**config.mk**
```make
export PLATFORM = sky130hd
export DESIGN_NAME = sample_rle_encoder
export DESIGN_NICKNAME = d
export VERILOG_FILES = /design/src/rtl/sample_pkg.sv /design/src/rtl/sample_fifo2w.sv /design/src/rtl/sample_rle_encoder.sv
export SDC_FILE = /design/constraint.sdc
export NUM_CORES = 1
export LEC_CHECK = 0
export ABC_AREA = 1
export CAP_MARGIN = 0
export CELL_PAD_IN_SITES_DETAIL_PLACEMENT = 1
export CELL_PAD_IN_SITES_GLOBAL_PLACEMENT = 1
export CORE_ASPECT_RATIO = 2
export CORE_MARGIN = 1
export CORE_UTILIZATION = 40
export CTS_CLUSTER_SIZE = 25
export DETAILED_ROUTE_END_ITERATION = 10
export PLACE_DENSITY = 0.75
export SYNTH_ARGS = -nofsm -noshare
export SYNTH_HDL_FRONTEND = slang
export SYNTH_SLANG_ARGS = --single-unit
```
**constraint.sdc**
```tcl
create_clock -name clk -period 2.9 [get_ports clk]
set_input_delay 0.29 -clock clk [delete_from_list [all_inputs] [get_ports clk]]
set_output_delay 0.29 -clock clk [all_outputs]
set_load 0.01 [all_outputs]
```
**src/rtl/sample_pkg.sv**
```systemverilog
// -----------------------------------------------------------------------------
// sample_pkg
// Shared definitions for the sample run-length encoder:
//   - state_t : encoder state encoding (IDLE=0, SINGLE=1, RUN=2)
//   - RUN_MARKER_BIT : fill bit of the run marker; the marker is W copies of
//     it (all-ones), and it is emitted when a run counter saturates.
// -----------------------------------------------------------------------------
`timescale 1ns/1ps

package sample_pkg;

  typedef enum logic [1:0] {
    IDLE   = 2'd0,
    SINGLE = 2'd1,
    RUN    = 2'd2
  } state_t;

  // Run marker = {W{RUN_MARKER_BIT}}, i.e. all-ones at any word width.
  localparam logic RUN_MARKER_BIT = 1'b1;

endpackage

```
**src/rtl/sample_fifo2w.sv**
```systemverilog
// -----------------------------------------------------------------------------
// sample_fifo2w
// Show-ahead FIFO with a dual write port: 0, 1 or 2 words written per cycle
// (word 0 lands ahead of word 1) and at most one word read per cycle.
//
// Ports:
//   clk, rst_n     : clock, asynchronous active-low reset
//   i_clear        : synchronous empty; overrides writes and reads
//   i_wr0/i_wr_data0 : first write slot
//   i_wr1/i_wr_data1 : second write slot, only meaningful with i_wr0 set
//   i_rd           : pop the head word (ignored when empty)
//   o_rd_data      : head word (show-ahead)
//   o_empty        : FIFO holds no words
//   o_free         : number of free slots, from registered occupancy
// The writer is responsible for never exceeding o_free.
// -----------------------------------------------------------------------------
`timescale 1ns/1ps

module sample_fifo2w #(
  parameter int W     = 16,
  parameter int DEPTH = 8
) (
  input  logic                   clk,
  input  logic                   rst_n,
  input  logic                   i_clear,
  input  logic                   i_wr0,
  input  logic [W-1:0]           i_wr_data0,
  input  logic                   i_wr1,
  input  logic [W-1:0]           i_wr_data1,
  input  logic                   i_rd,
  output logic [W-1:0]           o_rd_data,
  output logic                   o_empty,
  output logic [$clog2(DEPTH):0] o_free
);

  localparam int AW = $clog2(DEPTH);

  logic [W-1:0]  r_mem [DEPTH];
  logic [AW-1:0] r_wr_ptr;
  logic [AW-1:0] r_rd_ptr;
  logic [AW:0]   r_count;

  logic          w_pop;
  logic [AW:0]   w_n_wr;

  assign w_pop  = i_rd && (r_count != '0);
  assign w_n_wr = (AW+1)'(i_wr0) + (AW+1)'(i_wr1);

  // NOTE: storage has no reset; only pointers and occupancy define validity,
  // so resetting the array would cost flops and buy nothing.
  always_ff @(posedge clk) begin
    if (!i_clear) begin
      if (i_wr0) r_mem[r_wr_ptr]          <= i_wr_data0;
      if (i_wr1) r_mem[r_wr_ptr + AW'(1)] <= i_wr_data1;
    end
  end

  // NOTE: sequential state uses non-blocking assignments so every register
  // samples pre-edge values regardless of statement order.
  always_ff @(posedge clk or negedge rst_n) begin
    if (!rst_n) begin
      r_wr_ptr <= '0;
      r_rd_ptr <= '0;
      r_count  <= '0;
    end else if (i_clear) begin
      r_wr_ptr <= '0;
      r_rd_ptr <= '0;
      r_count  <= '0;
    end else begin
      // DEPTH is a power of two, so pointer overflow is the modulo wrap.
      r_wr_ptr <= r_wr_ptr + w_n_wr[AW-1:0];
      if (w_pop) r_rd_ptr <= r_rd_ptr + AW'(1);
      r_count  <= r_count + w_n_wr - (AW+1)'(w_pop);
    end
  end

  assign o_rd_data = r_mem[r_rd_ptr];
  assign o_empty   = (r_count == '0);
  assign o_free    = (AW+1)'(DEPTH) - r_count;

endmodule

```
**src/rtl/sample_rle_encoder.sv**
```systemverilog
// -----------------------------------------------------------------------------
// sample_rle_encoder
// Run-length encoder for a stream of W-bit samples. The first two copies of a
// repeated word pass through; the run is then closed by a count of further
// repeats (emitted before the next distinct word, or on flush). A saturated
// count is emitted as the all-ones run marker and counting restarts at 0.
// Encoded words are buffered in a sample_fifo2w output FIFO.
//
// Ports:
//   clk, rst_n          : clock, asynchronous active-low reset
//   clear               : synchronous: empty FIFO, return to IDLE
//   in_data/in_valid/in_ready : sample input handshake
//   flush               : close any open run (emits its count)
//   out_data/out_valid/out_ready : encoded output handshake (show-ahead)
// Optional (macro SAMPLE_RLE_STATS_EN):
//   stat_in_words       : wrapping count of accepted input words
//   stat_out_words      : wrapping count of popped output words
// -----------------------------------------------------------------------------
`timescale 1ns/1ps

module sample_rle_encoder
  import sample_pkg::*;
#(
  parameter int W     = 16,
  parameter int DEPTH = 8
) (
  input  logic         clk,
  input  logic         rst_n,
  input  logic         clear,
  input  logic [W-1:0] in_data,
  input  logic         in_valid,
  output logic         in_ready,
  input  logic         flush,
  output logic [W-1:0] out_data,
  output logic         out_valid,
  input  logic         out_ready
`ifdef SAMPLE_RLE_STATS_EN
  ,
  output logic [31:0]  stat_in_words,
  output logic [31:0]  stat_out_words
`endif
);

  localparam int CW = $clog2(DEPTH) + 1;
  localparam logic [W-1:0] RUN_MARKER = {W{RUN_MARKER_BIT}};
  // Count value at which the next repeat saturates into a marker (2^W-2).
  localparam logic [W-1:0] CNT_LAST   = {{(W-1){RUN_MARKER_BIT}}, 1'b0};

  state_t        r_state;
  logic [W-1:0]  r_last;
  logic [W-1:0]  r_cnt;
  logic          r_live;

  logic          w_accept;
  logic          w_match;
  logic          w_wr0;
  logic          w_wr1;
  logic [W-1:0]  w_wr_data0;
  logic [W-1:0]  w_wr_data1;
  logic          w_empty;
  logic [CW-1:0] w_free;

  // Two free slots are required because a run break pushes count + word.
  // r_live holds in_ready low until the first edge after reset release.
  assign in_ready = r_live && !flush && !clear && (w_free >= CW'(2));
  assign w_accept = in_valid && in_ready;
  assign w_match  = (in_data == r_last);

  // NOTE: every output of this block gets a default first, so no path
  // through the branches can leave a value held (no latch).
  always_comb begin
    w_wr0      = 1'b0;
    w_wr1      = 1'b0;
    w_wr_data0 = in_data;
    w_wr_data1 = in_data;
    if (flush && !clear) begin
      if (r_state == RUN) begin
        w_wr0      = 1'b1;
        w_wr_data0 = r_cnt;
      end
    end else if (w_accept) begin
      case (r_state)
        IDLE, SINGLE: w_wr0 = 1'b1;
        RUN: begin
          if (!w_match) begin
            w_wr0      = 1'b1;
            w_wr1      = 1'b1;
            w_wr_data0 = r_cnt;
          end else if (r_cnt == CNT_LAST) begin
            w_wr0      = 1'b1;
            w_wr_data0 = RUN_MARKER;
          end
        end
        default: ;
      endcase
    end
  end

  always_ff @(posedge clk or negedge rst_n) begin
    if (!rst_n) begin
      r_state <= IDLE;
      r_cnt   <= '0;
      r_live  <= 1'b0;
    end else begin
      r_live <= 1'b1;
      if (clear || flush) begin
        r_state <= IDLE;
        r_cnt   <= '0;
      end else if (w_accept) begin
        case (r_state)
          IDLE: r_state <= SINGLE;
          SINGLE: begin
            if (w_match) begin
              r_state <= RUN;
              r_cnt   <= '0;
            end
          end
          RUN: begin
            if (!w_match)              r_state <= SINGLE;
            else if (r_cnt == CNT_LAST) r_cnt  <= '0;
            else                        r_cnt  <= r_cnt + W'(1);
          end
          default: r_state <= IDLE;
        endcase
      end
    end
  end

  // Last word is only compared after at least one accept since IDLE.
  always_ff @(posedge clk) begin
    if (w_accept) r_last <= in_data;
  end

  sample_fifo2w #(
    .W     (W),
    .DEPTH (DEPTH)
  ) u_fifo (
    .clk        (clk),
    .rst_n      (rst_n),
    .i_clear    (clear),
    .i_wr0      (w_wr0),
    .i_wr_data0 (w_wr_data0),
    .i_wr1      (w_wr1),
    .i_wr_data1 (w_wr_data1),
    .i_rd       (out_ready),
    .o_rd_data  (out_data),
    .o_empty    (w_empty),
    .o_free     (w_free)
  );

  assign out_valid = !w_empty;

`ifdef SAMPLE_RLE_STATS_EN
  always_ff @(posedge clk or negedge rst_n) begin
    if (!rst_n) begin
      stat_in_words  <= '0;
      stat_out_words <= '0;
    end else if (clear) begin
      stat_in_words  <= '0;
      stat_out_words <= '0;
    end else begin
      if (w_accept)              stat_in_words  <= stat_in_words + 32'd1;
      if (out_valid && out_ready) stat_out_words <= stat_out_words + 32'd1;
    end
  end
`endif

endmodule

```
==> flow_summary_export.csv, run 1 <==
group,metric,value,unit
run_status,status,"complete, no violations",
sta,maxSlewHeadroom,0.654,
power,p_total,7460,uW
die,top_level_ports,40,
sta,final-setup-viol-count,0,
sta,max_freq,352,MHz
cts,cts_buffers,17,
placed_design,hpwl,27000,um
power,vdd_drop_max,0.321,mV
layout,fillers,3194,
die,die_area,27200,sq um
drt,drt_iter0_markers,504,
setup_path,cp.arrival,3.19,ns
cts,cts-root-buf,"clkbuf_16",
cts,htree_levels,4,
die,rows,84,
logic_synthesis,synthCells,1401,
logic_synthesis,synth.avg_cell_area,7.58,sq um
drt,drc_errors,0,
drt,first_pass_iters,5,
layout,stdcell_count,1867,
sta,worst_pin_slew,0.516,ns
setup_path,r2r_start,"r_last[11]$_DFFE_PN_",
setup_path,cp-start-kind,"flip-flop",
layout,mostFrequentLayoutCells,"589 x nand2_1, 144 x edfxtp_1, 141 x nor2_1",
setup_path,cp.required,3.25,ns
grt,grt_max_degree,49,
logic_synthesis,synth_cell_types,41,
placed_design,numPortBuffers,39,
layout,drive_gt1_frac,0.148,
setup_path,ff2ff_setup_slack,0.06,ns
placed_design,gp_congestion,0.956,
cts,postCtsHoldBufs,0,
layout,mostFrequentLayoutCell,"nand2_1",
sta,hold_viol,0,
logic_synthesis,ys_ff_latch,173,
sta,finalClockSkew,0.0110,ns
flow_run,maxCapViolations,0,
logic_synthesis,synth_flop_cell,"edfxtp_1",
cts,clk_path_buf_depth,2,
grt,gr-usage-all-layers,0.301,
grt,grt_pass1_vias,10800,
placed_design,place_area,12100,sq um
layout,n_antenna_cell,0,
power,p_leak,0.00594,uW
sta,min_period_over_period,0.980,
setup_path,path_class,"reg2reg",
die,dieWidth,117,um
logic_synthesis,async_reset_ff_frac,0.168,
logic_synthesis,ys_seq_area_frac,0.476,
cts,clk_latency,0.47,ns
layout,fin_nets,1549,
setup_path,r2r_cells,20,
grt,grt-ovfl-total,0,
setup_path,crit_fanout,3,
logic_synthesis,synth_edf_count,144,
layout,stdcell_area,12800,sq um
cts,path_clk_slew,0.07,ns
power,p_per_area,582,nW/um^2
drt,routed_wl,38200,um
sta,period_minus_slack,2.84,ns
logic_synthesis,yosysWarnings,0,
die,core,26200,sq um
cts,cts_sinks,173,
drt,postRouteAntennaNets,0,
die,start_util,0.406,
setup_path,worstReg2RegEnd,"u_fifo.r_count[3]$_DFF_PN0_",
grt,grt_pass1_wl,59400,um
logic_synthesis,synth_nets,1439,
sta,rsz0062_at_grt,"true",
layout,area_delta_synth_final,20.8,%
layout,fin_util,0.490,
die,die_h,232,um
cts,cts_tree,"yes",
drt,vias_per_cell,5.38,
hold_path,hold_class,"in2async",
drt,wire_per_inst,20.4,um
sta,final_max_slew_viol_count,0,
grt,antenna_found_initial,0,
placed_design,placed_cells,1828,
setup_path,end_kind,"flip-flop",
drt,vias,10100,
logic_synthesis,syn_area,10600,sq um
==> state kept, by name, summed over array words and instances (netlist names) <==
| register | flops |
|---|---|
| u_fifo.r_count | 4 |
| u_fifo.r_mem | 128 |
| r_state | 2 |
| r_cnt | 16 |
| u_fifo.r_rd_ptr | 3 |
| r_live | 1 |
| r_last | 16 |
| u_fifo.r_wr_ptr | 3 |
==> metal layers <==
layer  up-vias  global-route usage  share of wire
met4         0               0.181          0.060
met1      4953               0.301           0.34
met5         -                   0              0
met3       128              0.0440          0.038
met2       246               0.565           0.56
li1       4726                   -              -
==> layout make-up <==
cell class              count  area, sq um  area share
repair buffers            164         1470       0.115
clock inverters            13          150      0.0117
inverters                 112          428      0.0334
flip-flops and latches    173         5050       0.394
clock buffers              18          429      0.0335
multi-input cells        1043         4860       0.379
well taps                 344          430      0.0336
==> cells by family (layout without fill, tap and decap cells) <==
family	after synthesis	after routing	synth area share
AO/OA/AOI/OAI	168	168	0.0850
XOR/XNOR	6	6	0.00495
adder cells (fa/ha/maj)	16	16	0.0203
buffers and inverters	185	307	0.0764
flip-flops	173	173	0.476
other	1	1	0.000353
AND/OR/NAND/NOR	852	852	0.337
==> worst max-delay path, stage by stage, from the launching register on <==
cell and delay [ns]:
edfxtp_1 0.40, nand2_1 0.08, nand2_1 0.05, nor2_1 0.11, buf_4 0.15, nand2_4 0.06, nor2_4 0.14, nand2_4 0.08
o21ai_2 0.16, nand2_1 0.10, nand2_2 0.08, o21ai_2 0.06, ha_2 0.20, inv_2 0.09, ha_4 0.21, inv_4 0.06
ha_4 0.19, a21o_1 0.18, a21oi_2 0.15, buf_4 0.12, a21oi_1 0.05
==> power breakdown <==
part / switching (uW) / total, uW / internal, uW
Combinational: 1360 / 2270 / 906
Clock: 1020 / 2360 / 1340
Sequential: 40.8 / 2840 / 2800
==> stage by stage <==
stage	hold WS, ns	setup TNS [ns]	setup slack [ns]
detailed placement	0.459	-1.72	-0.560
global route	0.234	-0.234	-0.155
finish	0.216	0	0.0591
CTS	0.227	0	0.00157
floorplan	-0.00559	0	0.0489
global placement	0.449	-0.950	-0.369
==> cells in the mapped netlist (3+ instances only) <==
master | count | area share
inv_1 | 98 | 0.035
nand2_4 | 12 | 0.013
nand2_1 | 593 | 0.21
inv_2 | 9 | 0.0032
clkinv_1 | 3 | 0.0011
edfxtp_1 | 144 | 0.41
o21ai_0 | 102 | 0.048
a21oi_1 | 26 | 0.012
a31oi_1 | 16 | 0.0094
buf_2 | 25 | 0.012
buf_6 | 6 | 0.0064
buf_4 | 9 | 0.0064
nand4_1 | 13 | 0.0077
nand2_2 | 13 | 0.0077
nor2_1 | 144 | 0.051
dfrtp_1 | 29 | 0.068
clkbuf_1 | 31 | 0.011
o22ai_1 | 17 | 0.010
nor2_8 | 4 | 0.0075
nand3_1 | 38 | 0.018
nand3_4 | 3 | 0.0050
ha_1 | 14 | 0.017
xor2_1 | 6 | 0.0050
nor3_1 | 22 | 0.010
==> worst max-delay path by stage <==
stage                          from                          end  slack [ns]  cells after the start
2_1_floorplan            in_data[0]  u_fifo.r_count[3]$_DFF_PN0_        0.05                     22
3_3_place_gp             in_data[8]  u_fifo.r_count[3]$_DFF_PN0_       -0.37                     21
3_5_place_dp            in_data[10]  u_fifo.r_count[3]$_DFF_PN0_       -0.56                     22
4_1_cts        r_last[11]$_DFFE_PN_  u_fifo.r_count[3]$_DFF_PN0_       0.002                     20
5_1_grt                 in_data[15]  u_fifo.r_count[3]$_DFF_PN0_       -0.16                     21
6_report       r_last[11]$_DFFE_PN_  u_fifo.r_count[3]$_DFF_PN0_        0.06                     20
==> timing repair <==
action	4_1_cts	5_1_grt
gates resized for setup	8	29
setup endpoints to repair	1	7
gates cloned	0	0
buffers inserted	1	7
pin swaps	1	22
No activity file was read; power rests on OpenSTA's default activity.
==> run 2, diff against run 1 <==
--- a/config.mk
+++ b/config.mk
@@ -6,7 +6,6 @@
 export NUM_CORES = 1
 export LEC_CHECK = 0
 export ABC_AREA = 1
-export CAP_MARGIN = 0
 export CELL_PAD_IN_SITES_DETAIL_PLACEMENT = 1
 export CELL_PAD_IN_SITES_GLOBAL_PLACEMENT = 1
 export CORE_ASPECT_RATIO = 2
==> results of run 2 <==
The final DEF is identical to that of run 1; final timing and power are the same.
==> patch: new RTL, config.mk and constraints of run 1 <==
Add a define of `SAMPLE_RLE_STATS_EN`.
--- a/src/rtl/sample_rle_encoder.sv
+++ b/src/rtl/sample_rle_encoder.sv
@@ -19,2 +19,4 @@
 `timescale 1ns/1ps
+
+`define SAMPLE_RLE_STATS_EN
 
Function (old outputs only; new: stat_in_words and stat_out_words): kept (equiv_simple and equiv_induct, registers matched by name and starting in step).
==> patch against run 1 <==
- sequential cell count increased by 64
- setup slack improved by 0.013 ns
- synthesized area increased by 37%
- routed wire length increased by 37%
- clock power increased by 39%
- synthesized cell count increased by 42%
- first-iteration DRC count decreased by 12%
- highest routed layer unchanged
- largest power group unchanged
- total power increased by 27%
- design area increased by 37%
==> patch: results (changes against run 1) <==
- P_comb: 0.00242 W (was 0.00227 W)
- GP Congestion: 0.943 (was 0.956)
- Synthesized Nets: 2031 (was 1439)
- Synth area leaders: edfxtp_1, nand2_1, dfrtp_1, nor2_1, o21ai_0 (unchanged)
- Place WS: -0.312 ns (was -0.560 ns)
- Wirelength, routed: 52400 µm (was 38200 µm)
- Clock Pin Slew Worst Setup and Hold Paths: 0.07 ns (about the same)
- Inserted Clock Buffers: 25 (was 17)
- Tightest Hold Check Type: primary input to flip-flop (was primary input to asynchronous set/reset pin)
- Lkg Pwr: 7.46 nW (was 5.94 nW)
- Netlist cell types: 42 (was 41)
- Syn avg cell area: 7.32 µm² (was 7.58 µm²)
- Fraction of registers with async set/reset: 39.2% (was 16.8%)
- Worst R2R Setup Slack: 0.07 ns
- Share of layout cells above drive strength 1: 11.5% (was 14.8%)
- Port buffer count: 103 (was 39)
- Post-CTS sizing: 11 (was 8)
- Post-CTS setup buffer count: 2 (was 1)
- Combinational share of power: 25.6% (was 30.4%)
- Global-route wire length before repair: 82300 µm (was 59400 µm)
- Vias: 14300 (was 10100)
- RR Endpoint: u_fifo.r_count[3] (unchanged)
- Tmin final: 2.83 ns (was 2.84 ns)
- Pre-Repair DR Iteration Count: 4 (was 5)
- Slew at the pin with the worst max-slew slack: 0.776 ns (was 0.516 ns)
- Total track usage: 29.0% (was 30.1%)
- Setup Skew: 0.0245 ns (was 0.0110 ns)
- Outcome: completed (unchanged)
- Deepest clock path buffer count: 3 (was 2)
- Synth top cells by count: nand2_1, nor2_1, inv_1, edfxtp_1, o21ai_0 (was nand2_1, edfxtp_1, nor2_1, o21ai_0, inv_1)
- Largest net degree at the start of global routing: 53 (was 49)
- Antenna fix cells: 0 (unchanged)
- Vias in the first global route: 15500 (was 10800)
- Final hold slack: 0.101 ns (was 0.216 ns)
- Largest regs: u_fifo.r_mem (128), stat_in_words (32), stat_out_words (32) (was u_fifo.r_mem (128), r_cnt (16), r_last (16))
- DP HPWL: 39500 µm (was 27000 µm)
- Cell Count Post-Placement: 2557 (was 1828)
- Root Driver: clkbuf_16 (unchanged)
- DP Area: 16600 µm² (was 12100 µm²)
- Final nets: 2179 (was 1549)
- Clk_lat worst skew: 0.55 ns (was 0.47 ns)
- Int Power: 0.00644 W (was 0.00504 W)
- Avg WL per Cell: 20.1 µm (was 20.4 µm)
- Peak VDD IR: 429 µV (was 321 µV)
- Cell count of the worst reg-to-reg path: 17 (was 20)
- Number of enable flip-flop cells after synthesis: 144 (unchanged)
- CTS Hold Buffers Added: 1 (was 0)
- CP Launch Point: u_fifo.r_count[1] (was r_last[11])
- # H-tree levels: 1 (was 4)
- Sequential share of the synthesized area: 45.7% (was 47.6%)
- Clk pwr share: 34.5% (was 31.6%)
- Initial DRC count: 444 (was 504)
- Worst endpoint data arrival time: 3.29 ns (was 3.19 ns)
==> patch: cell count changes in the layout (fill, tap and decap cells not counted), sizes merged, moves of 18 or more <==
cell                  run 1  this run
nand2                   618       731
nor2                    152       252
inv                     109       186
dfrtp                    29        93
clkdlybuf4s50            34        97
o21ai                   104       156
nor3                     24        62
nand3                    41        75
nand4                    13        45
a21oi                    26        44
==> patch: area by class of cell <==
cell class | instances | area [µm²]
sequential | 237 | 6650
multi-input combinational | 1471 | 6780
clock buffer | 26 | 629
fill | 4539 | 18300
timing repair buffer | 215 | 2030
clock inverter | 17 | 164
inverter | 189 | 714
tap | 450 | 563
==> patch: worst max-delay path: stages, from the launching register on <==
cell and delay (ns):
dfrtp_1 0.40, inv_2 0.11, buf_4 0.12, nand4_1 0.15
nand4_1 0.20, nand4_1 0.15, inv_2 0.12, nand3_2 0.07
inv_1 0.07, ha_1 0.15, inv_2 0.04, ha_1 0.28
inv_2 0.04, ha_1 0.28, a21o_1 0.17, a21oi_2 0.16
o21ai_1 0.07, a21oi_1 0.17
==> patch: cell families (layout without fill, tap and decap cells) <==
logic type / count (synthesis) / in the layout / share of synthesized area, %
AOI/OAI and AO/OA: 248 / 248 / 9.32
xor gates and xnor gates: 21 / 21 / 1.26
adders and majority gates: 18 / 18 / 1.65
buffers and inverters: 283 / 447 / 8.29
DFF: 237 / 237 / 45.7
other: 1 / 1 / 0.0257
and+or+nand+nor: 1183 / 1183 / 33.8
==> patch: metal layers <==
metal  vias up  part of all wire, %  track usage [%]
met2       347                   58             58.4
met3       171                  2.7             2.33
li1       6759                    -                -
met1      7026                   33             26.6
met5         -                    0                0
met4         0                  6.4             18.1
